$ cat config.mk
export PLATFORM = sky130hd
export DESIGN_NAME = dram_cmd_scheduler
export DESIGN_NICKNAME = d
export VERILOG_FILES = /design/src/rtl/dram_cmd_scheduler.sv
export SDC_FILE = /design/constraint.sdc
export NUM_CORES = 1
export LEC_CHECK = 0
export CAP_MARGIN = 20
export CORE_UTILIZATION = 50
export DETAILED_ROUTE_END_ITERATION = 7
export DONT_BUFFER_PORTS = 1
export SYNTH_ARGS = -nofsm -noshare
export SYNTH_HDL_FRONTEND = slang
export SYNTH_SLANG_ARGS = --single-unit
$ cat constraint.sdc
create_clock -name clk -period 2.7 [get_ports clk]
set_input_delay 0.54 -clock clk [delete_from_list [all_inputs] [get_ports clk]]
set_output_delay 0.54 -clock clk [all_outputs]
set_load 0.005 [all_outputs]
$ cat src/rtl/dram_cmd_scheduler.sv
// Single-access DRAM command sequencer: open-row tracking, ACTIVATE on miss, periodic REFRESH.
// States: IDLE wait | ACT_HS/ACT_REL activate | RW_HS/RW_REL read-write | REF_HS/REF_REL refresh
module dram_cmd_scheduler #(
  parameter int  NUM_OF_BANKS     = 8,
  parameter int  NUM_OF_ROWS      = 128,
  parameter int  NUM_OF_COLS      = 8,
  parameter int  REFRESH_INTERVAL = 1024,
  localparam int BW = $clog2(NUM_OF_BANKS),
  localparam int RW = $clog2(NUM_OF_ROWS),
  localparam int CW = $clog2(NUM_OF_COLS),
  localparam int TW = $clog2(REFRESH_INTERVAL)
) (
  input  logic          clk,
  input  logic          rst_b,
  input  logic          req_valid,
  output logic          req_ready,
  input  logic          req_rw,
  input  logic [BW-1:0] req_bank,
  input  logic [RW-1:0] req_row,
  input  logic [CW-1:0] req_col,
  output logic          cmd_req,
  input  logic          cmd_ack,
  output logic [1:0]    cmd,
  output logic [BW-1:0] bank_id,
  output logic [RW-1:0] row_id,
  output logic [CW-1:0] col_id,
  output logic          bank_rw,
  output logic          done,
  output logic          busy,
  output logic          ref_overrun
);

  typedef enum logic [2:0] {IDLE, ACT_HS, ACT_REL, RW_HS, RW_REL, REF_HS, REF_REL} state_t;

  localparam logic [1:0] CMD_ACT = 2'b00;
  localparam logic [1:0] CMD_RD  = 2'b01;
  localparam logic [1:0] CMD_WR  = 2'b10;
  localparam logic [1:0] CMD_REF = 2'b11;

  state_t              state_q, state_d;
  logic                cmd_req_q, cmd_req_d;
  logic [1:0]          cmd_q, cmd_d;
  logic [BW-1:0]       bank_id_q, bank_id_d;
  logic [RW-1:0]       row_id_q, row_id_d;
  logic [CW-1:0]       col_id_q, col_id_d;
  logic                bank_rw_q, bank_rw_d;
  logic                done_q, done_d;
  logic                busy_q, busy_d;
  logic                ovr_q, ovr_d;
  logic                pend_q, pend_d;
  logic [TW-1:0]       cnt_q, cnt_d;
  logic                lat_rw_q, lat_rw_d;
  logic [BW-1:0]       lat_bank_q, lat_bank_d;
  logic [RW-1:0]       lat_row_q, lat_row_d;
  logic [CW-1:0]       lat_col_q, lat_col_d;
  logic [NUM_OF_BANKS-1:0] valid_q, valid_d;
  logic [RW-1:0]       open_row_q [NUM_OF_BANKS];
  logic [RW-1:0]       open_row_d [NUM_OF_BANKS];

  logic ref_expire;
  logic hit;

  assign ref_expire = (cnt_q == TW'(REFRESH_INTERVAL - 1));
  assign hit        = valid_q[req_bank] && (open_row_q[req_bank] == req_row);
  assign req_ready  = (state_q == IDLE) && !pend_q && !ref_expire;

  assign cmd_req     = cmd_req_q;
  assign cmd         = cmd_q;
  assign bank_id     = bank_id_q;
  assign row_id      = row_id_q;
  assign col_id      = col_id_q;
  assign bank_rw     = bank_rw_q;
  assign done        = done_q;
  assign busy        = busy_q;
  assign ref_overrun = ovr_q;

  always_comb begin
    state_d    = state_q;
    cmd_req_d  = cmd_req_q;
    cmd_d      = cmd_q;
    bank_id_d  = bank_id_q;
    row_id_d   = row_id_q;
    col_id_d   = col_id_q;
    bank_rw_d  = bank_rw_q;
    done_d     = 1'b0;
    lat_rw_d   = lat_rw_q;
    lat_bank_d = lat_bank_q;
    lat_row_d  = lat_row_q;
    lat_col_d  = lat_col_q;
    valid_d    = valid_q;
    open_row_d = open_row_q;

    // cmd_req is only raised while cmd_ack is seen low; a late-falling ack delays the rise
    unique case (state_q)
      IDLE: begin
        if (pend_q || ref_expire) begin
          state_d   = REF_HS;
          cmd_req_d = !cmd_ack;
          cmd_d     = CMD_REF;
          bank_id_d = '0;
          row_id_d  = '0;
          col_id_d  = '0;
          bank_rw_d = 1'b0;
        end else if (req_valid) begin
          lat_rw_d   = req_rw;
          lat_bank_d = req_bank;
          lat_row_d  = req_row;
          lat_col_d  = req_col;
          bank_id_d  = req_bank;
          row_id_d   = req_row;
          cmd_req_d  = !cmd_ack;
          if (hit) begin
            state_d   = RW_HS;
            cmd_d     = req_rw ? CMD_WR : CMD_RD;
            col_id_d  = req_col;
            bank_rw_d = req_rw;
          end else begin
            state_d   = ACT_HS;
            cmd_d     = CMD_ACT;
            col_id_d  = '0;
            bank_rw_d = 1'b0;
          end
        end
      end
      ACT_HS: begin
        if (cmd_req_q && cmd_ack) begin
          state_d   = ACT_REL;
          cmd_req_d = 1'b0;
        end else if (!cmd_req_q && !cmd_ack) begin
          cmd_req_d = 1'b1;
        end
      end
      ACT_REL: begin
        if (!cmd_ack) begin
          valid_d[lat_bank_q]    = 1'b1;
          open_row_d[lat_bank_q] = lat_row_q;
          state_d   = RW_HS;
          cmd_req_d = 1'b1;
          cmd_d     = lat_rw_q ? CMD_WR : CMD_RD;
          col_id_d  = lat_col_q;
          bank_rw_d = lat_rw_q;
        end
      end
      RW_HS: begin
        if (cmd_req_q && cmd_ack) begin
          state_d   = RW_REL;
          cmd_req_d = 1'b0;
        end else if (!cmd_req_q && !cmd_ack) begin
          cmd_req_d = 1'b1;
        end
      end
      RW_REL: begin
        if (!cmd_ack) begin
          done_d    = 1'b1;
          state_d   = IDLE;
          bank_rw_d = 1'b0;
        end
      end
      REF_HS: begin
        if (cmd_req_q && cmd_ack) begin
          state_d   = REF_REL;
          cmd_req_d = 1'b0;
        end else if (!cmd_req_q && !cmd_ack) begin
          cmd_req_d = 1'b1;
        end
      end
      REF_REL: begin
        if (!cmd_ack) begin
          valid_d = '0;
          state_d = IDLE;
        end
      end
      default: state_d = IDLE;
    endcase

    busy_d = (state_d != IDLE);
    cnt_d  = ref_expire ? '0 : cnt_q + TW'(1);
    ovr_d  = ovr_q | (ref_expire & pend_q);
    if (state_q == IDLE && state_d == REF_HS) pend_d = 1'b0;
    else if (ref_expire)                       pend_d = 1'b1;
    else                                       pend_d = pend_q;
  end

  always_ff @(posedge clk or negedge rst_b) begin
    if (!rst_b) begin
      state_q    <= IDLE;
      cmd_req_q  <= 1'b0;
      cmd_q      <= CMD_ACT;
      bank_id_q  <= '0;
      row_id_q   <= '0;
      col_id_q   <= '0;
      bank_rw_q  <= 1'b0;
      done_q     <= 1'b0;
      busy_q     <= 1'b0;
      ovr_q      <= 1'b0;
      pend_q     <= 1'b0;
      cnt_q      <= '0;
      lat_rw_q   <= 1'b0;
      lat_bank_q <= '0;
      lat_row_q  <= '0;
      lat_col_q  <= '0;
      valid_q    <= '0;
      open_row_q <= '{default: '0};
    end else begin
      state_q    <= state_d;
      cmd_req_q  <= cmd_req_d;
      cmd_q      <= cmd_d;
      bank_id_q  <= bank_id_d;
      row_id_q   <= row_id_d;
      col_id_q   <= col_id_d;
      bank_rw_q  <= bank_rw_d;
      done_q     <= done_d;
      busy_q     <= busy_d;
      ovr_q      <= ovr_d;
      pend_q     <= pend_d;
      cnt_q      <= cnt_d;
      lat_rw_q   <= lat_rw_d;
      lat_bank_q <= lat_bank_d;
      lat_row_q  <= lat_row_d;
      lat_col_q  <= lat_col_d;
      valid_q    <= valid_d;
      open_row_q <= open_row_d;
    end
  end

endmodule

==> flow_summary.yaml <==
sta:
  finalCriticalPeriod_ns: 2.43
  finClkSkew_ns: 0.0100
  setup_viol: 0
  rsz0062_at_grt: "false"
  tightest_slew_ns: 0.589
  fmax_ghz: 0.411
  fin_setup_tns_ns: 0
  min_period_over_period: 0.901
  slew_headroom: 0.604
  hold_slack_ns: -0.147
  slew_viol_final: 0
  hold_viol: 112
logic_synthesis:
  yosys.area.top_type: "dfrtp_1"
  synth_area_per_cell_um2: 12.3
  synth-seq-area-share: 0.550
  yosys_warnings: 0
  synth_nets: 433
  synth_top_area_share: 0.550
  synthCells: 414
  netlist_area_um2: 5100
  ys_ff_latch: 112
  synth.top_cells.by_area: "dfrtp_1 (55%), mux2_2 (12%), nand2_1 (4.5%)"
  synthDistinctLibCells: 48
  synthFlopType: "dfrtp_1"
  postSynth.asyncResetShare: 1.00
  synth_edf_count: 0
critical_path:
  cp_slowest_cell: "nor3b_4"
  crit_required_ns: 2.96
  cp.arrival_ns: 2.70
  max_stage_delay_ns: 0.53
  end_kind: "register"
  cp-start-kind: "register"
  cp_max_fo: 10
  worstSetupPathType: "register to register"
  cp_cell_sequence: "or3b_4, or3_1, nor3b_4, mux2_2"
global_routing:
  grt_max_degree: 113
  grt-busiest-layer: "met2"
  gr-total-overflow: 0
  grt.met1_usage: 0.291
  grt_usage: 0.218
  met2_usage: 0.354
  grt_pass1_wl_mm: 16.7
  grt_antenna_before_repair: 0
  met3_usage: 0.0692
  grt_pass1_vias: 3212
route:
  wl_per_cell_um: 18.7
  drc_errors: 0
  drt-initial-drc-count: 143
  vias_per_cell: 5.71
  ant_nets: 0
  firstDrtPassIters: 4
  totalWireLength_mm: 10.4
  vias: 3162
clock_network:
  cts-buffers-inserted: 9
  h-tree-depth: 3
  cts_tree: "done"
  insertion_delay_ns: 0.37
  clk_pin_slew_ns: 0.10
  max-clock-path-buffers: 2
  cts.sinks: 112
  cts-root-buf: "clkbuf_8"
power:
  total_power_mw: 5.35
  ir_worst_vdd_v: 0.000490
  static-leakage-power_nw: 2.62
  power_density_nw_per_um2: 975
placed_design:
  placed_area_um2: 5250
  gp_congestion: 0.922
  io_buffers: 0
  hpwl_mm: 6.80
floorplan:
  start_util: 0.519
  rows: 36
  core_area_um2: 9820
  die_y_um: 103
  ioPinCount: 39
  dieArea_um2: 10600
  die_w_um: 103
run_status:
  outcome: "complete, but fails checks"
  violations: "negative hold slack"
cells_and_area:
  final_util: 0.559
  fin_area_um2: 5490
  area_delta_synth_final_pct: 7.71
  final_cell_mix: "dfrtp_1 (112), nand2_1 (61), mux2_2 (56)"
  diodes: 0
  nets: 436
  final_common_cell: "dfrtp_1"
  drive_gt1_frac: 0.233
worst_hold_path:
  hold_class: "input pin to async pin"
run:
  max_cap_violations: 0
Yosys cell counts, types with 6 or more instances:
library cell / count
a21oi_1: 10
a22o_1: 7
a22oi_1: 11
buf_2: 6
clkbuf_1: 9
dfrtp_1: 112
inv_1: 6
mux2_2: 56
mux2i_1: 16
mux4_2: 6
nand2_1: 61
nand3_1: 7
nor2_1: 14
o21ai_0: 12
cell families (layout without fill, tap and decap cells):
| kind of cell | after synthesis | count (layout) | synth area share |
|---|---|---|---|
| AO/OA/AOI/OAI | 63 | 63 | 0.0856 |
| XOR/XNOR | 9 | 9 | 0.0155 |
| multiplexers | 82 | 82 | 0.202 |
| buffers and inverters | 26 | 33 | 0.0280 |
| AND/OR/NAND/NOR | 121 | 121 | 0.117 |
| adder cells (fa/ha/maj) | 1 | 1 | 0.00245 |
| flip-flops | 112 | 112 | 0.550 |
critical path, delay by kind of cell, from the launching register on:
| family | cells | cell delay (ns) |
|---|---|---|
| flops | 1 | 0.50 |
| mux | 1 | 0.40 |
| simple gates | 3 | 1.43 |
area by class of cell:
cell class	count	area [um^2]
clock buffer	10	138
clock inverter	5	104
tap	133	166
inverter	6	22.5
sequential	112	2800
fill	883	4330
timing repair buffer	12	103
multi-input combinational	276	2160
per-layer routing:
metal  up-vias  part of all wire
met3         5             0.039
met5         -                 0
met1      1624              0.47
met2        48              0.49
li1       1485                 -
met4         0            0.0074
sequential cells by signal (all words and copies together) (netlist names), 2 cells and up:
register    count
state_q         3
bank_id         3
cnt_q          10
valid_q         8
lat_col_q       3
open_row_q     56
col_id          3
lat_bank_q      3
cmd             2
lat_row_q       7
row_id          7
stage by stage:
step           instances  setup WS [ns]  hold WS (ns)
2_1_floorplan        414          0.486         0.244
3_3_place_gp         539          0.333         0.247
3_5_place_dp         539          0.257         0.247
4_1_cts              554          0.296        -0.174
5_1_grt              554          0.179        -0.190
6_report             554          0.267        -0.147
timing repair:
| action | CTS | global route |
|---|---|---|
| setup buffers | 0 | 0 |
| hold endpoints to repair | 112 | 112 |
| gates resized for setup | 0 | 0 |
power by group:
part	switching [mW]	internal, mW
sequential	0.509	2.30
clock	0.540	0.638
combinational	0.606	0.759
total	1.65	3.70
final timing paths:
kind | startpoint | end | slack (ns) | cells past startpoint
setup / recovery | state_q[1] | open_row_q[26] | 0.27 | 4
hold / removal | rst_b | cmd[1] | -0.15 | 0
setup reg to reg | state_q[1] | open_row_q[26] | 0.27 | 4
hold reg to reg | lat_col_q[1] | lat_col_q[1] | 0.49 | 2
max in group asynchronous | rst_b | cnt_q[3] | 2.65 | 0
min in group clk | cmd_ack | done | 0.23 | 1
Note: power is estimated with default switching activity, not from simulation.
